[src/rtl/load_ext_stage.sv]
// MEM/WB load-data stage: selects the addressed byte/halfword from the memory word,
// zero/sign-extends it, flags and counts misaligned loads, and registers the result.
module load_ext_stage #(
  parameter int CNT_W = 8
) (
  input  logic             clk,
  input  logic             reset,
  input  logic             in_valid,
  input  logic             stall,
  input  logic             flush,
  input  logic [2:0]       ld_op,
  input  logic [1:0]       addr_lo,
  input  logic [31:0]      rdata,
  input  logic [4:0]       rd,
  input  logic             reg_write,
  output logic             out_valid,
  output logic [31:0]      out_data,
  output logic [4:0]       out_rd,
  output logic             out_we,
  output logic             misalign,
  output logic [CNT_W-1:0] misalign_cnt
);

  typedef enum logic [2:0] {
    LD_W  = 3'd0,
    LD_BU = 3'd1,
    LD_B  = 3'd2,
    LD_HU = 3'd3,
    LD_H  = 3'd4
  } ld_op_e;

  ld_op_e           op;
  logic [7:0]       byte_sel;
  logic [15:0]      half_sel;
  logic [31:0]      ext_data;
  logic             is_mis;

  logic             valid_d, valid_q;
  logic [31:0]      data_d, data_q;
  logic [4:0]       rd_d, rd_q;
  logic             we_d, we_q;
  logic             mis_d, mis_q;
  logic [CNT_W-1:0] cnt_d, cnt_q;

  // NOTE: every always_comb output gets a default first so no path leaves it unassigned (no latch).
  always_comb begin
    op       = ld_op_e'(ld_op);
    byte_sel = rdata[7:0];
    ext_data = rdata;
    is_mis   = 1'b0;

    case (addr_lo)
      2'd1:    byte_sel = rdata[15:8];
      2'd2:    byte_sel = rdata[23:16];
      2'd3:    byte_sel = rdata[31:24];
      default: byte_sel = rdata[7:0];
    endcase
    half_sel = addr_lo[1] ? rdata[31:16] : rdata[15:0];

    case (op)
      LD_W: begin
        ext_data = rdata;
        is_mis   = (addr_lo != 2'd0);
      end
      LD_BU:   ext_data = {24'h0, byte_sel};
      LD_B:    ext_data = {{24{byte_sel[7]}}, byte_sel};
      LD_HU: begin
        ext_data = {16'h0, half_sel};
        is_mis   = addr_lo[0];
      end
      LD_H: begin
        ext_data = {{16{half_sel[15]}}, half_sel};
        is_mis   = addr_lo[0];
      end
      default: ext_data = rdata;  // non-loads carry the ALU result through
    endcase

    valid_d = in_valid;
    rd_d    = rd;
    data_d  = is_mis ? 32'h0 : ext_data;
    mis_d   = in_valid & is_mis;
    we_d    = in_valid & reg_write & (rd != 5'd0) & ~is_mis;
    cnt_d   = (mis_d && !(&cnt_q)) ? cnt_q + CNT_W'(1) : cnt_q;
  end

  // NOTE: sequential state uses non-blocking assignments so every register samples pre-edge values.
  // NOTE: reset is synchronous and clears every register, including the counter; there is no memory here.
  always_ff @(posedge clk) begin
    if (reset) begin
      valid_q <= 1'b0;
      data_q  <= 32'h0;
      rd_q    <= 5'd0;
      we_q    <= 1'b0;
      mis_q   <= 1'b0;
      cnt_q   <= '0;
    end else if (flush) begin
      // Bubble: clear the instruction fields but keep the running misalignment count.
      valid_q <= 1'b0;
      data_q  <= 32'h0;
      rd_q    <= 5'd0;
      we_q    <= 1'b0;
      mis_q   <= 1'b0;
    end else if (!stall) begin
      valid_q <= valid_d;
      data_q  <= data_d;
      rd_q    <= rd_d;
      we_q    <= we_d;
      mis_q   <= mis_d;
      cnt_q   <= cnt_d;
    end
  end

  assign out_valid    = valid_q;
  assign out_data     = data_q;
  assign out_rd       = rd_q;
  assign out_we       = we_q;
  assign misalign     = mis_q;
  assign misalign_cnt = cnt_q;

endmodule

[config.mk]
export PLATFORM = sky130hd
export DESIGN_NAME = load_ext_stage
export DESIGN_NICKNAME = d
export VERILOG_FILES = /design/src/rtl/load_ext_stage.sv
export SDC_FILE = /design/constraint.sdc
export NUM_CORES = 1
export LEC_CHECK = 0
export ABC_AREA = 1
export CORE_ASPECT_RATIO = 0.75
export CORE_MARGIN = 5
export CORE_UTILIZATION = 51
export CTS_BUF_LIST = sky130_fd_sc_hd__clkbuf_4
export DETAILED_ROUTE_END_ITERATION = 10
export PLACE_DENSITY = 0.95
export SYNTH_ARGS = -nofsm -noshare
export SYNTH_HDL_FRONTEND = slang
export SYNTH_SLANG_ARGS = --single-unit
[constraint.sdc]
create_clock -name clk -period 4.38 [get_ports clk]
set_clock_uncertainty 0.2 [all_clocks]
set_input_delay 0.876 -clock clk [delete_from_list [all_inputs] [get_ports clk]]
set_output_delay 0.876 -clock clk [all_outputs]
set_load 0.005 [all_outputs]
; Yosys cells after proc, flatten, opt, wreduce, memory -nomap -nowiden
; Index checks and enable logic that the tools add are counted.
[word_totals]
register_bits = 48
in_bits = 48
out_inout_bits = 48
word_cells = 35
[classes]
addsub = 1
n_eq_ne = 7
mux = 5
bitwise_logic = 7
n_reduce_logical = 9
[ops]
columns = operator, count
row1 = case mux 32 bit (4 select lines), 1
row2 = 2-to-1 mux 32 bit, 1
row3 = case mux 8 bit (3 select lines), 1
row4 = 2-to-1 mux 16 bit, 1
row5 = "adder 8 x 1 -> 8 bit, second input constant", 1
row6 = AND reduction 8 bit, 1
row7 = "== test 3 x 2 -> 1 bit, second input constant", 2
row8 = nonzero test 5 bit, 1
row9 = AND 1 bit, 4
row10 = "== test 2 bit, second input constant", 2
row11 = OR reduction 2 bit, 2
row12 = "== test 3 x 1 -> 1 bit, second input constant", 1
row13 = "== test 3 bit, second input constant", 1
row14 = logical NOT 3 bit, 1
row15 = inverter 1 bit, 3
row16 = AND reduction 3 bit, 1
row17 = "== test 2 x 1 -> 1 bit, second input constant", 1
row18 = case mux 1 bit (2 select lines), 1
row19 = nonzero test 2 bit, 1
row20 = logical AND 1 bit, 1
row21 = logical NOT 1 bit, 1

; Depth between registers and ports, before layout
; Gate-level depths: netlist of the first run.
[depth]
word_depth = 6
mapped_depth = 10
depth_no_buf = 8

; Worst setup path after synthesis of the first run
; OpenSTA, ideal clock, no wires.
[synth_path]
path_type = input-to-reg
start = input addr_lo[0]
end = register data_q[21] (netlist: out_data[21])
setup_time_ns = 0.132
arrival_time_ns = 1.791
required_time_ns = 4.048
slack_ns = 2.257
path_stages = 8
path_buffers = 2
cell_sequence = buf_2 -> inv_2 -> nand3_1 -> nand3_2 -> nand3_2 -> buf_6 -> nand2_1 -> a21oi_1
[synth_between]
elab_chain_cells = 4
elab_cells_between_ends = 8
cone_classes = eq/ne (3) / mux (4) / reduce/logical (1)
[synth_lines]
columns = item, line
row1 = from (decl), 12  ; input logic [1:0] addr_lo,
row2 = == test 2 bit or == test 2 x 1 -> 1 bit (tied branches), 52  ; case (addr_lo)
row3 = case mux 8 bit (3 select lines), 52
row4 = case mux 32 bit (4 select lines), 60  ; case (op)
row5 = 2-to-1 mux 32 bit (*), 80  ; data_d = is_mis ? 32'h0 : ext_data;
row6 = to (signal assigned), 105  ; data_q <= data_d;
row7 = to (decl), 39  ; logic [31:0] data_d, data_q;
; Mark *: on every way between the ends. The rest lies on a longest branch, timed or not.
; A chain may end at the register's enable or synchronous reset.

; Worst setup path after layout of the first run
[layout_path]
start = input addr_lo[1]
end = register cnt_q[7] (netlist: misalign_cnt[7])
[layout_between]
elab_chain_cells = 5
[layout_lines]
columns = item, line
row1 = nonzero test 2 bit, 63  ; is_mis = (addr_lo != 2'd0);
row2 = case mux 1 bit (2 select lines), 60
row3 = AND 1 bit, 81  ; mis_d = in_valid & is_mis;
row4 = logical AND 1 bit, 83  ; cnt_d = (mis_d && !(&cnt_q)) ? cnt_q + CNT_W'(1) : cnt_q;
row5 = AND reduction 3 bit (no source line), --
row6 = to (signal assigned), 109  ; cnt_q <= cnt_d;
row7 = to (decl), 43  ; logic [CNT_W-1:0] cnt_d, cnt_q;
; No other way between the ends.

==> reports/results.tsv, run 1 <==
metric	value	unit
cts.path.max_buffers	2	
wl_per_cell	13.6	microns
fmax	327	MHz
grt_pass1_wl	13.9	mm
drive_gt1_share	3.28	%
cts_tree	done	
portBuffers	95	
yosys-top-cells-area	dfxtp_1, nand2_1, nor2_1	
avgSynthCellArea	5.97	sq um
power.leakage	1.59	nW
power.total	955	uW
crit_fanout	17	
fin_crit_sh	69.9	%
htree_levels	2	
dr.first_iter.drc_count	293	
p_sw	283	uW
design.die.area	7100	sq um
path_class	in2reg	
tns	0	ps
worst_pin_slew	773	ps
die_w	95.6	microns
track_usage	24.5	%
clk_pin_slew	140	ps
dpl-instance-area	3710	sq um
setup_viol	0	
final_area	3790	sq um
nets	597	
p_int	672	uW
hp-class	reg2reg	
cp-start-kind	input pin	
die_h	74.2	microns
crit_required	4430	ps
cp.arrival	3110	ps
fp-row-count	23	
clock-sinks	48	
switching_share	29.7	%
worstSetupEndpointType	flop	
antenna_cells	0	
hold_viol_final	0	
p_seq_share	47.8	%
overflow	0	
drcViolationCount	0	
start_util	52.4	%
synth_area	2810	sq um
maxCapViolations	0	
power_frac_comb	24.6	%
drtAntennaViolNets	0	
mostFrequentLayoutCell	nand2_1	
power.share.clock	27.6	%
cellPowerDensity	252	nW/um^2
status	complete, no violations	
synth_cell_types	23	
synth-seq-cells	48	
grt_max_degree	41	
ys_seq_area_share	34.3	%
dp_hpwl	6.35	mm
hold_ws	269	ps
antenna_found_initial	0	
timing.final.crit_period	3060	ps
ir_drop	0.000175	V
rsz0062_at_grt	no	
viasPerCell	5.28	
slew_headroom	48.4	%
cts_setup_buffers	0	
yosys_warnings	0	
core	5350	sq um
first_pass_iters	6	
drv_slew	0	
grt_pass1_vias	2987	
synth_nets	519	
cts_buffers	5	
synth.top_cell.area_share	34.3	%
postCtsHoldBufs	0	
drt_wl_total	8.51	mm
yosysTopAreaCell	dfxtp_1	
place.gp.congestion	1.01	
synthToLayoutAreaGrowth	35.1	%
root_buffer	clkbuf_4	
final_cell_mix	nand2_1, clkdlybuf4s50_1, nor2_1, nand3_1, dfxtp_1	
vias	3293	
ctsResizeCount	0	
pin_count	96	
syn_inst	470	
worstSkewPairLatency	360	ps
==> path summary, 6_finish.rpt <==
path | from | endpoint | slack [ps] | cells past startpoint
max | addr_lo[1] | misalign_cnt[7]$_SDFFE_PP0P_ | 1320 | 8
min | out_rd[0]$_SDFFE_PP0N_ | out_rd[0]$_SDFFE_PP0N_ | 270 | 2
min reg2reg | out_rd[0]$_SDFFE_PP0N_ | out_rd[0]$_SDFFE_PP0N_ | 270 | 2
max reg2reg | misalign_cnt[0]$_SDFFE_PP0P_ | misalign_cnt[7]$_SDFFE_PP0P_ | 2330 | 7
==> power by group through the flow <==
stage          clock (mW)  combinational [mW]  sequential [mW]
2_1_floorplan           0               0.138            0.467
3_3_place_gp            0               0.227            0.466
3_5_place_dp            0               0.231            0.466
4_1_cts             0.268               0.232            0.457
5_1_grt             0.288               0.259            0.459
6_report            0.263               0.235            0.457
==> layer usage <==
layer | wire length (microns) | part of all wire, % | track usage (%) | vias to the layer above
met5 | 0 | 0 | 0 | -
met4 | 113 | 1.3 | 5.84 | 0
met3 | 818 | 9.6 | 5.97 | 16
met2 | 3920 | 46 | 40.3 | 172
met1 | 3660 | 43 | 32.7 | 1462
li1 | - | - | - | 1643
==> state kept, by name (all words and copies together) (netlist names) <==
| signal | count |
|---|---|
| out_data | 32 |
| misalign_cnt | 8 |
| out_rd | 5 |
| misalign | 1 |
| out_valid | 1 |
| out_we | 1 |
==> cell usage after synthesis <==
cell      instances
inv_2             3
a21oi_2           1
a211oi_1          1
inv_1            26
nand3b_1          2
a21oi_1          47
nand3_1          48
buf_2             7
nor3_1            1
xor2_1            1
buf_4             1
or2_2             1
o21ai_0           3
nand2_1         175
nand2_2           1
buf_6             6
dfxtp_1          48
nand4_1           8
ha_1              1
clkbuf_1         12
nand3_2           3
xnor2_1           1
nor2_1           73
==> worst max-delay path, cell delays in order <==
cell and delay [ps]:
clkdlybuf4s50_1 830, inv_2 270, nand2_1 120, nand3_1 110
nand2_1 340, nand3_1 330, nand2_1 150, a21oi_1 70
==> cells by family (layout without fill, tap and decap cells) <==
| kind of cell | Yosys count | in the layout | synth area share, % |
|---|---|---|---|
| xor+xnor | 2 | 2 | 0.625 |
| fa+ha+maj | 1 | 1 | 0.446 |
| compound gates | 52 | 52 | 9.50 |
| buf+inv | 55 | 134 | 9.41 |
| flops | 48 | 48 | 34.3 |
| simple gates | 312 | 312 | 45.8 |
==> through the flow <==
step | std cells | util (%) | setup WS, ps
after detailed placement | 616 | 69.3 | 1000
after global placement | 616 | 69.3 | 1120
after CTS | 624 | 70.8 | 1370
final | 624 | 70.8 | 1320
after global routing | 624 | 70.8 | 1070
after floorplan | 470 | - | 2260
==> cell type report <==
class / count / area [sq um]
clock inverter: 3 / 42.5
clock buffer: 5 / 37.5
multi-input combinational: 367 / 1580
inverter: 29 / 109
tap: 75 / 93.8
timing repair buffer: 97 / 966
sequential: 48 / 961
fill: 473 / 1560
(Power assumes the default switching activity.)
==> inputs of run 2 (changes only) <==
--- a/config.mk
+++ b/config.mk
@@ -8,10 +8,10 @@
 export ABC_AREA = 1
 export CORE_ASPECT_RATIO = 0.75
 export CORE_MARGIN = 5
-export CORE_UTILIZATION = 51
+export CORE_UTILIZATION = 43
 export CTS_BUF_LIST = sky130_fd_sc_hd__clkbuf_4
 export DETAILED_ROUTE_END_ITERATION = 10
-export PLACE_DENSITY = 0.95
+export PLACE_DENSITY = 0.88
 export SYNTH_ARGS = -nofsm -noshare
 export SYNTH_HDL_FRONTEND = slang
 export SYNTH_SLANG_ARGS = --single-unit
==> constraint.sdc (replaced) <==
create_clock -name clk -period 2.6 [get_ports clk]
set_clock_uncertainty 0.2 [all_clocks]
set_input_delay 0.52 -clock clk [delete_from_list [all_inputs] [get_ports clk]]
set_output_delay 0.52 -clock clk [all_outputs]
set_load 0.005 [all_outputs]
==> run 2 against run 1 <==
  * Setup slack lost 960 ps
  * Register-to-register slack lost 1500 ps
  * Combinational power grew 80%
  * Die area grew 16%
  * Flip-flop and latch count is the same
==> reports/results.tsv, run 2 (synthesis gave the netlist of run 1 again) <==
metric	value	unit
overflow	0	
final_area	3910	sq um
cellPowerDensity	412	nW/um^2
crit_start	addr_lo[1]	
cp.arrival	2290	ps
worstSkewPairLatency	360	ps
viasPerCell	5.15	
wl_per_cell	13.8	microns
drv_slew	0	
cp-start-kind	input pin	
ctsResizeCount	0	
die_w	103	microns
slew_headroom	73.9	%
cts_setup_buffers	0	
fp-row-count	25	
clk_pin_slew	140	ps
fill_cells	584	
reg2reg_from	misalign_cnt[0]$_SDFFE_PP0P_	
track_usage	21.5	%
place.gp.congestion	0.949	
hold_viol_final	0	
drt_wl_total	8.83	mm
setup_ws	355	ps
worstSetupEndpointType	flop	
grt_pass1_vias	2976	
design.die.area	8260	sq um
die_h	80.0	microns
rr_worst_depth	7	
hp-class	reg2reg	
core	6320	sq um
crit_fanout	16	
maxCapViolations	0	
drcViolationCount	0	
timing.final.crit_period	2250	ps
largest_reg_flops	32	
reg2reg_to	misalign_cnt[5]$_SDFFE_PP0P_	
path_class	in2reg	
cts.path.max_buffers	2	
first_pass_iters	5	
setup_viol	0	
postCtsHoldBufs	0	
grt_pass1_wl	14.3	mm
crit_required	2640	ps
cts_buffers	5	
htree_levels	2	
worst_pin_slew	391	ps
ir_drop	0.000205	V
dp_cells	633	
start_util	44.4	%
hp-start	out_rd[0]$_SDFFE_PP0N_	
antenna_cells	0	
pin_count	96	
dr.first_iter.drc_count	361	
fmax	445	MHz
fin_cells	639	
grt_max_degree	47	
vias	3289	
portBuffers	95	
nets	608	
fin_crit_sh	86.3	%
drtAntennaViolNets	0	
pre_cts_ws	-21.5	ps
hold_ws	272	ps
power.leakage	1.66	nW
antenna_found_initial	0	
mostFrequentLayoutCell	nand2_1	
clock-sinks	48	
endpoint	out_data[25]$_SDFFE_PP0N_	
rsz0062_at_grt	no	
dp_hpwl	6.69	mm
status	complete, no violations	
final_cell_mix	nand2_1, clkdlybuf4s50_1, nor2_1, nand3_1, dfxtp_1	
drive_gt1_share	5.02	%
dpl-instance-area	3840	sq um
rrSetupSlack	850	ps
synthToLayoutAreaGrowth	39.2	%
cts_tree	done	
root_buffer	clkbuf_4	
## run 2: per-layer routing
layer | vias to the layer above | global-route usage (%) | wire [microns]
li1 | 1665 | - | -
met1 | 1477 | 29.4 | 3960
met2 | 141 | 33.8 | 4010
met3 | 6 | 6.20 | 799
met4 | 0 | 4.27 | 49
met5 | - | 0 | 0
## run 2: metrics by stage
step / TNS (ps) / util [%] / total power, mW
floorplan: 0 / - / 1.02
global placement: 0 / 60.7 / 1.20
detailed placement: -29.9 / 60.7 / 1.20
CTS: 0 / 61.8 / 1.62
global route: 0 / 61.8 / 1.70
finish: 0 / 61.8 / 1.61
## run 2: how the worst min path moves through the flow
stage,end,slack [ps],cells after the start
floorplan,out_rd[0]$_SDFFE_PP0N_,250,2
global placement,out_rd[0]$_SDFFE_PP0N_,240,2
detailed placement,out_rd[0]$_SDFFE_PP0N_,250,2
CTS,out_rd[0]$_SDFFE_PP0N_,270,2
global route,out_data[18]$_SDFFE_PP0N_,290,2
finish,out_rd[0]$_SDFFE_PP0N_,270,2
## run 2: cell type report
cell class | instances | area [sq um] | share of cell area (%)
Clock buffer | 5 | 37.5 | 0.961
Clock inverter | 1 | 30.0 | 0.769
Inverter | 29 | 109 | 2.79
Multi-Input combinational cell | 367 | 1580 | 40.5
Sequential cell | 48 | 961 | 24.6
Tap cell | 81 | 101 | 2.60
Timing Repair Buffer | 108 | 1090 | 27.8
## run 2: power breakdown
group	internal [mW]	total (mW)	switching (mW)
logic	0.194	0.422	0.228
clock network	0.193	0.418	0.225
registers	0.757	0.770	0.0125
total	1.14	1.61	0.466
## run 2: critical path: stages
cell	delay, ps
clkdlybuf4s50_1	620
inv_2	140
nand2_1	100
nand3_1	120
nand3_2	190
nand3_2	330
nand2_1	170
a21oi_1	80
==> inputs of run 3 (changes only) <==
--- a/config.mk
+++ b/config.mk
@@ -12,6 +12,7 @@
 export CTS_BUF_LIST = sky130_fd_sc_hd__clkbuf_4
 export DETAILED_ROUTE_END_ITERATION = 10
 export PLACE_DENSITY = 0.88
+export SKIP_CTS_REPAIR_TIMING = 1
 export SYNTH_ARGS = -nofsm -noshare
 export SYNTH_HDL_FRONTEND = slang
 export SYNTH_SLANG_ARGS = --single-unit
==> results of run 3 <==
Final layout, timing and power as in run 2 (identical DEF).
